`src/rtl/cache_pkg.sv`:
```
// Shared types for the cache request queue: FSM state encoding and the
// request record that travels through the FIFO.
package cache_pkg;

    localparam int WIDTH       = 8;
    localparam int RAM_DEPTH   = 256;
    localparam int ADDR_W      = $clog2(RAM_DEPTH);
    localparam int DEF_QDEPTH  = 4;
    localparam int DEF_TIMEOUT = 64;

    typedef enum logic [1:0] {
        IDLE,
        ISSUE,
        WAIT,
        RESP
    } state_t;

    typedef struct packed {
        logic              we;
        logic [ADDR_W-1:0] addr;
        logic [WIDTH-1:0]  data;
    } req_t;

endpackage

```
`src/rtl/cache_req_queue_if.sv`:
```
// Client request/response and cache-side signals of the request queue.
// Handshake: a request transfers on any clk edge where req_valid && req_ready;
// rsp_valid is a one-cycle pulse with no back-pressure, rsp_* valid only with it.
interface cache_req_queue_if;
    import cache_pkg::*;

    logic              req_valid;
    logic              req_ready;
    logic              req_we;
    logic [ADDR_W-1:0] req_addr;
    logic [WIDTH-1:0]  req_data;
    logic              rsp_valid;
    logic              rsp_we;
    logic [ADDR_W-1:0] rsp_addr;
    logic [WIDTH-1:0]  rsp_data;
    logic              rsp_err;
    logic              we;
    logic              re;
    logic [ADDR_W-1:0] addr;
    logic [WIDTH-1:0]  data_in;
    logic              done;
    logic              op_in_progress;
    logic [WIDTH-1:0]  data_out;

    modport slave (
        input  req_valid, req_we, req_addr, req_data, done, op_in_progress, data_out,
        output req_ready, rsp_valid, rsp_we, rsp_addr, rsp_data, rsp_err,
               we, re, addr, data_in
    );

    modport master (
        output req_valid, req_we, req_addr, req_data, done, op_in_progress, data_out,
        input  req_ready, rsp_valid, rsp_we, rsp_addr, rsp_data, rsp_err,
               we, re, addr, data_in
    );

endinterface

```
`src/rtl/req_fifo.sv`:
```
// Synchronous FIFO, power-of-two depth, with a combinational head view.
// Push when full and pop when empty are ignored.
module req_fifo #(
    parameter int DW    = 8,
    parameter int DEPTH = 4
) (
    input  logic                   clk,
    input  logic                   rst,
    input  logic                   push_i,
    input  logic [DW-1:0]          push_data_i,
    input  logic                   pop_i,
    output logic [DW-1:0]          head_o,
    output logic                   full_o,
    output logic                   empty_o,
    output logic [$clog2(DEPTH):0] count_o
);
    localparam int PW = $clog2(DEPTH);

    logic [DW-1:0] mem_q [DEPTH];
    logic [PW-1:0] wr_q, wr_d, rd_q, rd_d;
    logic [PW:0]   cnt_q, cnt_d;
    logic          do_push, do_pop;

    assign do_push = push_i && !full_o;
    assign do_pop  = pop_i && !empty_o;

    // Pointers wrap for free because DEPTH is a power of two.
    always_comb begin
        wr_d  = wr_q;
        rd_d  = rd_q;
        cnt_d = cnt_q;
        if (do_push) wr_d = wr_q + PW'(1);
        if (do_pop)  rd_d = rd_q + PW'(1);
        case ({do_push, do_pop})
            2'b10:   cnt_d = cnt_q + (PW+1)'(1);
            2'b01:   cnt_d = cnt_q - (PW+1)'(1);
            default: cnt_d = cnt_q;
        endcase
    end

    always_ff @(posedge clk) begin
        if (!rst) begin
            wr_q  <= '0;
            rd_q  <= '0;
            cnt_q <= '0;
        end else begin
            wr_q  <= wr_d;
            rd_q  <= rd_d;
            cnt_q <= cnt_d;
        end
    end

    always_ff @(posedge clk) begin
        if (do_push) mem_q[wr_q] <= push_data_i;
    end

    assign head_o  = mem_q[rd_q];
    assign full_o  = (cnt_q == (PW+1)'(DEPTH));
    assign empty_o = (cnt_q == '0);
    assign count_o = cnt_q;

endmodule

```
`src/rtl/cache_req_queue.sv`:
```
// Request stage in front of the cache: queues client requests, issues them one
// at a time as we/re pulses, waits for done (or a watchdog), returns a response.
module cache_req_queue
    import cache_pkg::*;
#(
    parameter int QDEPTH  = DEF_QDEPTH,
    parameter int TIMEOUT = DEF_TIMEOUT
) (
    input  logic                    clk,
    input  logic                    rst,
    cache_req_queue_if.slave        bus,
    output state_t                  dbg_state_o,
    output logic [$clog2(QDEPTH):0] dbg_count_o
);
    localparam int TW = (TIMEOUT > 1) ? $clog2(TIMEOUT) : 1;

    state_t            state_q, state_d;
    logic [TW-1:0]     tmo_q, tmo_d;
    req_t              cur_q, cur_d;
    req_t              push_req, head;
    logic              we_q, we_d, re_q, re_d;
    logic [ADDR_W-1:0] addr_q, addr_d, rsp_addr_q, rsp_addr_d;
    logic [WIDTH-1:0]  din_q, din_d, rsp_data_q, rsp_data_d;
    logic              rsp_valid_q, rsp_valid_d, rsp_we_q, rsp_we_d, rsp_err_q, rsp_err_d;
    logic              fifo_full, fifo_empty, pop;

    assign push_req = '{we: bus.req_we, addr: bus.req_addr, data: bus.req_data};

    req_fifo #(
        .DW    ($bits(req_t)),
        .DEPTH (QDEPTH)
    ) u_fifo (
        .clk         (clk),
        .rst         (rst),
        .push_i      (bus.req_valid),
        .push_data_i (push_req),
        .pop_i       (pop),
        .head_o      (head),
        .full_o      (fifo_full),
        .empty_o     (fifo_empty),
        .count_o     (dbg_count_o)
    );

    // Outputs are registered, so each transition loads the values seen in the next state.
    always_comb begin
        state_d     = state_q;
        tmo_d       = tmo_q;
        cur_d       = cur_q;
        pop         = 1'b0;
        we_d        = 1'b0;
        re_d        = 1'b0;
        addr_d      = addr_q;
        din_d       = din_q;
        rsp_valid_d = 1'b0;
        rsp_we_d    = rsp_we_q;
        rsp_addr_d  = rsp_addr_q;
        rsp_data_d  = rsp_data_q;
        rsp_err_d   = rsp_err_q;
        case (state_q)
            IDLE: begin
                if (!fifo_empty && !bus.op_in_progress) begin
                    pop     = 1'b1;
                    cur_d   = head;
                    we_d    = head.we;
                    re_d    = !head.we;
                    addr_d  = head.addr;
                    din_d   = head.data;
                    state_d = ISSUE;
                end
            end
            ISSUE: begin
                tmo_d   = '0;
                state_d = WAIT;
            end
            WAIT: begin
                // done takes priority over an expiring watchdog on the same cycle.
                if (bus.done || tmo_q == TW'(TIMEOUT - 1)) begin
                    rsp_valid_d = 1'b1;
                    rsp_we_d    = cur_q.we;
                    rsp_addr_d  = cur_q.addr;
                    rsp_err_d   = !bus.done;
                    rsp_data_d  = (bus.done && !cur_q.we) ? bus.data_out : '0;
                    state_d     = RESP;
                end else begin
                    tmo_d = tmo_q + TW'(1);
                end
            end
            RESP: begin
                state_d = IDLE;
            end
            default: state_d = IDLE;
        endcase
    end

    always_ff @(posedge clk) begin
        if (!rst) begin
            state_q     <= IDLE;
            tmo_q       <= '0;
            cur_q       <= '0;
            we_q        <= 1'b0;
            re_q        <= 1'b0;
            addr_q      <= '0;
            din_q       <= '0;
            rsp_valid_q <= 1'b0;
            rsp_we_q    <= 1'b0;
            rsp_addr_q  <= '0;
            rsp_data_q  <= '0;
            rsp_err_q   <= 1'b0;
        end else begin
            state_q     <= state_d;
            tmo_q       <= tmo_d;
            cur_q       <= cur_d;
            we_q        <= we_d;
            re_q        <= re_d;
            addr_q      <= addr_d;
            din_q       <= din_d;
            rsp_valid_q <= rsp_valid_d;
            rsp_we_q    <= rsp_we_d;
            rsp_addr_q  <= rsp_addr_d;
            rsp_data_q  <= rsp_data_d;
            rsp_err_q   <= rsp_err_d;
        end
    end

    assign bus.req_ready = !fifo_full;
    assign bus.we        = we_q;
    assign bus.re        = re_q;
    assign bus.addr      = addr_q;
    assign bus.data_in   = din_q;
    assign bus.rsp_valid = rsp_valid_q;
    assign bus.rsp_we    = rsp_we_q;
    assign bus.rsp_addr  = rsp_addr_q;
    assign bus.rsp_data  = rsp_data_q;
    assign bus.rsp_err   = rsp_err_q;
    assign dbg_state_o   = state_q;

endmodule

```
`src/flat_wrapper.sv`:
```
// flat-port wrapper written by rule: the top's interface ports become plain ports
module cache_req_queue_flat import cache_pkg::*;
#(
    parameter int QDEPTH  = DEF_QDEPTH,
    parameter int TIMEOUT = DEF_TIMEOUT
)
  (clk, rst, dbg_state_o, dbg_count_o, bus_req_valid, bus_req_we, bus_req_addr, bus_req_data, bus_done, bus_op_in_progress, bus_data_out, bus_req_ready, bus_rsp_valid, bus_rsp_we, bus_rsp_addr, bus_rsp_data, bus_rsp_err, bus_we, bus_re, bus_addr, bus_data_in);
  cache_req_queue_if bus_i ();
  input  logic clk;
  input  logic rst;
  output state_t dbg_state_o;
  output logic [$clog2(QDEPTH):0] dbg_count_o;
  input wire logic [$bits(bus_i.req_valid)-1:0] bus_req_valid;
  input wire logic [$bits(bus_i.req_we)-1:0] bus_req_we;
  input wire logic [$bits(bus_i.req_addr)-1:0] bus_req_addr;
  input wire logic [$bits(bus_i.req_data)-1:0] bus_req_data;
  input wire logic [$bits(bus_i.done)-1:0] bus_done;
  input wire logic [$bits(bus_i.op_in_progress)-1:0] bus_op_in_progress;
  input wire logic [$bits(bus_i.data_out)-1:0] bus_data_out;
  output wire logic [$bits(bus_i.req_ready)-1:0] bus_req_ready;
  output wire logic [$bits(bus_i.rsp_valid)-1:0] bus_rsp_valid;
  output wire logic [$bits(bus_i.rsp_we)-1:0] bus_rsp_we;
  output wire logic [$bits(bus_i.rsp_addr)-1:0] bus_rsp_addr;
  output wire logic [$bits(bus_i.rsp_data)-1:0] bus_rsp_data;
  output wire logic [$bits(bus_i.rsp_err)-1:0] bus_rsp_err;
  output wire logic [$bits(bus_i.we)-1:0] bus_we;
  output wire logic [$bits(bus_i.re)-1:0] bus_re;
  output wire logic [$bits(bus_i.addr)-1:0] bus_addr;
  output wire logic [$bits(bus_i.data_in)-1:0] bus_data_in;
  assign bus_i.req_valid = bus_req_valid;
  assign bus_i.req_we = bus_req_we;
  assign bus_i.req_addr = bus_req_addr;
  assign bus_i.req_data = bus_req_data;
  assign bus_i.done = bus_done;
  assign bus_i.op_in_progress = bus_op_in_progress;
  assign bus_i.data_out = bus_data_out;
  assign bus_req_ready = bus_i.req_ready;
  assign bus_rsp_valid = bus_i.rsp_valid;
  assign bus_rsp_we = bus_i.rsp_we;
  assign bus_rsp_addr = bus_i.rsp_addr;
  assign bus_rsp_data = bus_i.rsp_data;
  assign bus_rsp_err = bus_i.rsp_err;
  assign bus_we = bus_i.we;
  assign bus_re = bus_i.re;
  assign bus_addr = bus_i.addr;
  assign bus_data_in = bus_i.data_in;
  cache_req_queue #(.QDEPTH(QDEPTH), .TIMEOUT(TIMEOUT)) u_core (.clk(clk), .rst(rst), .bus(bus_i), .dbg_state_o(dbg_state_o), .dbg_count_o(dbg_count_o));
endmodule
```
`config.mk`:
```
export PLATFORM = sky130hd
export DESIGN_NAME = cache_req_queue_flat
export DESIGN_NICKNAME = d
export VERILOG_FILES = /design/src/rtl/cache_pkg.sv /design/src/rtl/cache_req_queue_if.sv /design/src/rtl/req_fifo.sv /design/src/rtl/cache_req_queue.sv /design/src/flat_wrapper.sv
export SDC_FILE = /design/constraint.sdc
export NUM_CORES = 1
export LEC_CHECK = 0
export ABC_AREA = 1
export ABC_CLOCK_PERIOD_IN_PS = 2100
export BUFFER_PORTS_ARGS = -buffer_cell sky130_fd_sc_hd__buf_2
export CAP_MARGIN = 20
export CELL_PAD_IN_SITES_DETAIL_PLACEMENT = 1
export CELL_PAD_IN_SITES_GLOBAL_PLACEMENT = 1
export CORE_ASPECT_RATIO = 0.5
export CORE_UTILIZATION = 40
export DETAILED_ROUTE_END_ITERATION = 12
export HOLD_SLACK_MARGIN = 0.02
export PLACE_DENSITY_LB_ADDON = 0.15
export SLEW_MARGIN = 20
export SYNTH_ARGS = -nofsm -noshare
export SYNTH_HDL_FRONTEND = slang
export SYNTH_SLANG_ARGS = --single-unit
```
`constraint.sdc`:
```
create_clock -name clk -period 2.1 [get_ports clk]
set_clock_uncertainty 0.05 [all_clocks]
set_input_delay 0.315 -clock clk [delete_from_list [all_inputs] [get_ports clk]]
set_output_delay 0.315 -clock clk [all_outputs]
set_load 0.02 [all_outputs]
```
==> impl_metrics.yaml, run 1 <==
clock_network:
  postCtsSetupRepairBufs: 0
  tritoncts: "done"
  clk_pin_slew_ps: 60
  clkSinkCount: 123
  cts.path.max_buffers: 2
  cts_buffers: 17
  root_buffer: "clkbuf_16"
  clock_latency_ps: 420
  htree_num_levels: 4
  cts_hold_buf: 0
cells_and_area:
  antenna_cells: 0
  fill_cells: 1341
  finish.utilization_pct: 50.4
  layout.nets: 593
  final_common_cell: "nor2_1"
  drive_gt1_share_pct: 24.4
  final_cell_mix: "nor2_1, buf_2, edfxtp_1"
  area_delta_synth_final_pct: 22.3
sta:
  slew_viol_final: 0
  setup-tns-final_ps: 0
  hold_viol: 0
  max_slew.worst_pin.slew_ps: 566
  rsz0062_at_grt: "false"
  relSlewSlack_pct: 62.1
  setup_viol: 0
  fmax_ghz: 0.517
  post-route-period-util_pct: 92.2
  fin_hold_ws_ps: 60.3
  min_period_ps: 1940
setup_path:
  crit_arrival_ps: 2180
  worstSetupPathType: "register to register"
  worstSetupEndpointType: "register"
  cp-start-kind: "register"
  crit_required_ps: 2350
  cp_slowest_cell: "fa_2"
  rrSetupSlack_ps: 160
  cpPeakStageDelay_ps: 350
  crit_path_max_fanout: 4
  reg2regPathDepth: 11
  timing.rr.end: "u_core.u_fifo.count_o[2]"
  r2r_start: "u_core.dbg_state_o[0]"
  crit_path_cell_trace: "inv_2, ha_2, nand3_4, inv_2, ha_1, inv_1, fa_2, a21oi_1, o21ai_1, o21ai_1, a21oi_1"
synthesis:
  synth_area_leaders: "edfxtp_1, dfxtp_1, nor2_1"
  synth_nets: 518
  synth.cell_area_um2: 4900
  synth_top_area_share_pct: 41.7
  syn_area_per_cell_um2: 10.3
  yosysWarnings: 0
  synth.yosys.seq_area_share_pct: 64.2
  synth_top_cell_by_area: "edfxtp_1"
  ys_types: 30
  synth-seq-cells: 123
  syn_inst: 477
die:
  fp.dieW_um: 159
  io_pins: 73
  rows: 28
  core_um2: 11900
  start_util_pct: 41.2
  die_h_um: 80.3
  die-area_um2: 12700
global_route:
  grt.overflow.total: 0
  gr-usage-all-layers_pct: 20.8
  grt_pass1_wl_mm: 19.0
  grt_pass1_vias: 3613
  grt_max_degree: 37
  antenna_found_initial: 1
power_and_ir_drop:
  internal_power_mw: 5.07
  switching_power_mw: 2.59
  pwr-share-seq_pct: 40.1
  combPwrFrac_pct: 24.0
  swShare_pct: 33.8
  clockPowerShare_pct: 35.9
  ir_worst_vdd_uv: 542
  power_density_nw_per_um2: 1280
  p_leak_nw: 2.43
detailed_routing:
  firstDrtPassIters: 4
  drc: 0
  wl_mm: 12.1
  drtIter0Drc: 182
  wire_per_inst_um: 16.6
  antenna_left: 0
  vias: 3645
  via_per_inst: 4.99
min_path:
  min_from: "bus_data_out[1]"
  hold_path.class: "primary input to register"
  holdPathEnd: "u_core.bus.rsp_data[1]"
  worstHoldPathCells: 3
placed_design:
  routabilityCongestion: 0.797
  portBuffers: 72
  dp_hpwl_mm: 7.66
run:
  cap_violations: 0
run_status:
  status: "complete, no violations"
[synth_stat cells]
cell type and count:
nor2_1 91, inv_2 3, nand3b_1 1, nand2_8 2
buf_4 9, clkbuf_2 1, nand2_4 1, clkinv_1 1
nand4_1 1, buf_1 2, nor2_4 1, nand3_2 2
clkbuf_1 7, a21oi_1 27, edfxtp_1 68, nor2_8 1
inv_1 20, xor2_1 1, nand3_1 36, nand2_2 1
dfxtp_1 55, o21ai_1 6, nand2_1 50, o21bai_1 1
ha_1 10, o21ai_0 68, fa_1 1, buf_2 8
buf_6 1, a21oi_2 1
[logic make-up after synthesis]
family	after synthesis	synth area share, %
AO/OA/AOI/OAI	103	10.7
XOR/XNOR	1	0.179
buffers and inverters	52	5.06
adder cells (fa/ha/maj)	11	2.96
AND/OR/NAND/NOR	187	17.0
flip-flops	123	64.2
[repair_timing]
item,4_1_cts,5_1_grt
endpoints found under the hold margin,0,0
setup endpoints to repair,0,1
resized for setup,0,4
[critical path, delay by kind of cell (launching register included)]
family          cells  cell delay, ps
flops               1             330
fa+ha+maj           3             690
buf+inv             3             210
compound gates      4             470
simple gates        1              80
[layout make-up]
class | count | area (um2) | area share [%]
Inverter | 24 | 90.1 | 1.50
Timing Repair Buffer | 84 | 463 | 7.73
Clock inverter | 14 | 124 | 2.07
Clock buffer | 18 | 429 | 7.17
Sequential cell | 123 | 3150 | 52.6
Multi-Input combinational cell | 302 | 1530 | 25.5
Tap cell | 165 | 206 | 3.45
[state kept, by name (all words and copies together), names as in the netlist, named ones only]
name and count:
u_core.cur_q 9, u_core.bus.rsp_addr 8, u_core.bus.rsp_err 1, u_core.dbg_state_o 2, u_core.u_fifo.wr_q 2, u_core.u_fifo.rd_q 2, u_core.bus.rsp_data 8, u_core.u_fifo.count_o 3
u_core.tmo_q 6, u_core.bus.re 1, u_core.u_fifo.mem_q 68, u_core.bus.we 1, u_core.bus.rsp_we 1, u_core.bus.data_in 8, u_core.bus.rsp_valid 1
[power by group through the flow]
stage	clock network [mW]	logic [mW]	registers, mW
finish	2.75	1.84	3.08
global route	2.91	2.07	3.12
CTS	2.80	1.87	3.08
detailed placement	0	1.85	3.13
global placement	0	1.81	3.11
floorplan	0	1.18	3.22
[metrics by stage]
step | power [mW] | setup slack, ps | cell area [um2] | instances
finish | 7.66 | 165 | 5990 | 730
global placement | 4.91 | 186 | 5430 | 698
CTS | 7.75 | 40.4 | 5990 | 730
detailed placement | 4.98 | 34.7 | 5430 | 698
floorplan | 4.40 | 1.67 | 4920 | 477
global route | 8.10 | 27.9 | 5990 | 730
[per-layer routing]
| metal | vias up | wire [um] | track usage, % |
|---|---|---|---|
| met5 | - | 8 | 0 |
| met4 | 2 | 80 | 6.35 |
| met3 | 10 | 583 | 7.07 |
| met2 | 66 | 5670 | 33.7 |
| met1 | 1790 | 5790 | 26.2 |
| li1 | 1777 | - | - |
[worst max-delay path by stage]
stage | start | endpoint
after global routing | u_core.dbg_state_o[0] | u_core.u_fifo.count_o[2]
final | u_core.dbg_state_o[0] | u_core.u_fifo.count_o[2]
after global placement | u_core.dbg_state_o[0] | u_core.u_fifo.count_o[2]
after CTS | u_core.dbg_state_o[0] | u_core.u_fifo.count_o[2]
after floorplan | u_core.dbg_state_o[0] | u_core.u_fifo.count_o[2]
after detailed placement | u_core.dbg_state_o[0] | u_core.u_fifo.count_o[2]
Power figures use the tool's default switching activity.
==> run 2, diff against run 1 <==
Settings changed: REMOVE_ABC_BUFFERS set to 1.
==> run 2 against run 1 <==
First-iteration DRC count is 2.7% lower. Hold slack gained 16 ps. Die area unchanged. Setup slack got worse by 5.4 ps. Sequential power hardly changed. Global-route usage down 1.6 points. Design area up 0.17%. Critical path type unchanged. Largest power group unchanged.
==> impl_metrics.yaml, run 2 (synthesis gave the netlist of run 1 again) <==
power_and_ir_drop:
  clockPowerShare_pct: 36.2
  swShare_pct: 32.9
  power.total_mw: 7.65
  p_leak_nw: 2.43
  combPwrFrac_pct: 23.9
  internal_power_mw: 5.14
  ir_worst_vdd_uv: 502
  pwr-share-seq_pct: 39.9
  power_density_nw_per_um2: 1280
  switching_power_mw: 2.52
die:
  start_util_pct: 41.2
  fp.dieW_um: 159
  core_um2: 11900
  rows: 28
  die_h_um: 80.3
  die-area_um2: 12700
  io_pins: 73
sta:
  relSlewSlack_pct: 62.3
  setup_viol: 0
  min_period_ps: 1940
  rsz0062_at_grt: "false"
  setup-tns-final_ps: 0
  hold_viol: 0
  post-route-period-util_pct: 92.4
  setup_ws_ps: 159
  max_slew.worst_pin.slew_ps: 564
  slew_viol_final: 0
  fmax_ghz: 0.515
setup_path:
  cp_slowest_cell: "fa_1"
  worstSetupPathType: "register to register"
  crit_family: "adder cells"
  crit_path_cell_trace: "inv_2, ha_4, nand3_2, inv_2, ha_1, inv_1, fa_1, a21oi_1, o21ai_1, o21ai_1, a21oi_1"
  crit_arrival_ps: 2170
  crit_path_max_fanout: 4
  cp-start-kind: "register"
  path_buf_inv: 3
  cpPeakStageDelay_ps: 380
  worstSetupEndpointType: "register"
  crit_required_ps: 2330
clock_network:
  clk_pin_slew_ps: 60
  postCtsSetupRepairBufs: 0
  root_buffer: "clkbuf_16"
  htree_num_levels: 4
  cts.path.max_buffers: 2
  cts_hold_buf: 0
  clock_latency_ps: 400
  clkSinkCount: 123
  cts_resized: 0
  cts_buffers: 17
  tritoncts: "done"
global_route:
  grt.met1_usage_pct: 24.5
  grt.overflow.total: 0
  busiest_layer: "met2"
  gr-usage-all-layers_pct: 19.2
  use_met2_pct: 31.8
  grt_pass1_wl_mm: 17.9
  grt_max_degree: 35
  grtUsageMet3_pct: 4.80
  antenna_found_initial: 0
  grt_pass1_vias: 3500
cells_and_area:
  largestRegisters: "u_core.u_fifo.mem_q (68), u_core.cur_q (9)"
  final_common_cell: "nor2_1"
  antenna_cells: 0
  drive_gt1_share_pct: 23.6
  largest-register: "u_core.u_fifo.mem_q"
  fill_cells: 1324
  regArea_um2: 3140
  finish.utilization_pct: 50.5
  largest_reg_flops: 68
  multi_input_area_um2: 1530
  area_delta_synth_final_pct: 22.5
  layout.nets: 595
  final_cell_mix: "nor2_1, buf_2, edfxtp_1"
detailed_routing:
  antenna_left: 0
  wire_per_inst_um: 15.5
  vias: 3553
  wl_mm: 11.3
  drtIter0Drc: 177
  firstDrtPassIters: 4
  drc: 0
  via_per_inst: 4.85
placed_design:
  routabilityCongestion: 0.761
  dp_hpwl_mm: 7.14
  dp_slack_ps: 65.0
  portBuffers: 72
min_path:
  hold_path.class: "primary input to register"
run_status:
  status: "complete, no violations"
run:
  cap_violations: 0
-- run 2: cell count changes in the layout (fill, tap and decap cells not counted), sizes merged --
cell / delta
clkbuf: +1
inv: -1
clkinvlp: +3
clkinv: -3
buf: +2
-- run 2: power groups by stage --
stage	clock network, mW	registers (mW)	logic, mW
after floorplan	0	3.35	0.849
after global placement	0	3.09	1.78
after detailed placement	0	3.10	1.82
after CTS	2.84	3.05	1.83
after global routing	2.94	3.09	2.06
final	2.77	3.05	1.83
-- run 2: path summary, 6_finish.rpt --
check | depth (start not counted) | slack, ps | from | endpoint
max | 11 | 160 | u_core.dbg_state_o[0] | u_core.u_fifo.count_o[2]
min | 1 | 80 | bus_req_addr[0] | u_core.u_fifo.mem_q[1][8]
max reg2reg | 11 | 160 | u_core.dbg_state_o[0] | u_core.u_fifo.count_o[2]
min reg2reg | 2 | 410 | u_core.bus.rsp_addr[7] | u_core.bus.rsp_addr[7]
-- run 2: layer usage --
layer / vias up / routed length, um
li1: 1782 / -
met1: 1691 / 5620
met2: 69 / 5150
met3: 11 / 447
met4: 0 / 106
met5: - / 0
-- run 2: stage by stage --
stage               cells  cell area, um2  hold slack [ps]
global placement      700            5410              397
CTS                   732            5980             59.3
floorplan             449            4740              364
detailed placement    700            5410              401
global route          732            6000             66.7
finish                732            6000             75.9
-- run 2: layout make-up --
type / instances / area share (%)
Clock inverter: 13 / 1.94
Sequential cell: 123 / 52.4
Clock buffer: 19 / 7.55
Tap cell: 165 / 3.44
Inverter: 24 / 1.50
Multi-Input combinational cell: 302 / 25.4
Timing Repair Buffer: 86 / 7.76
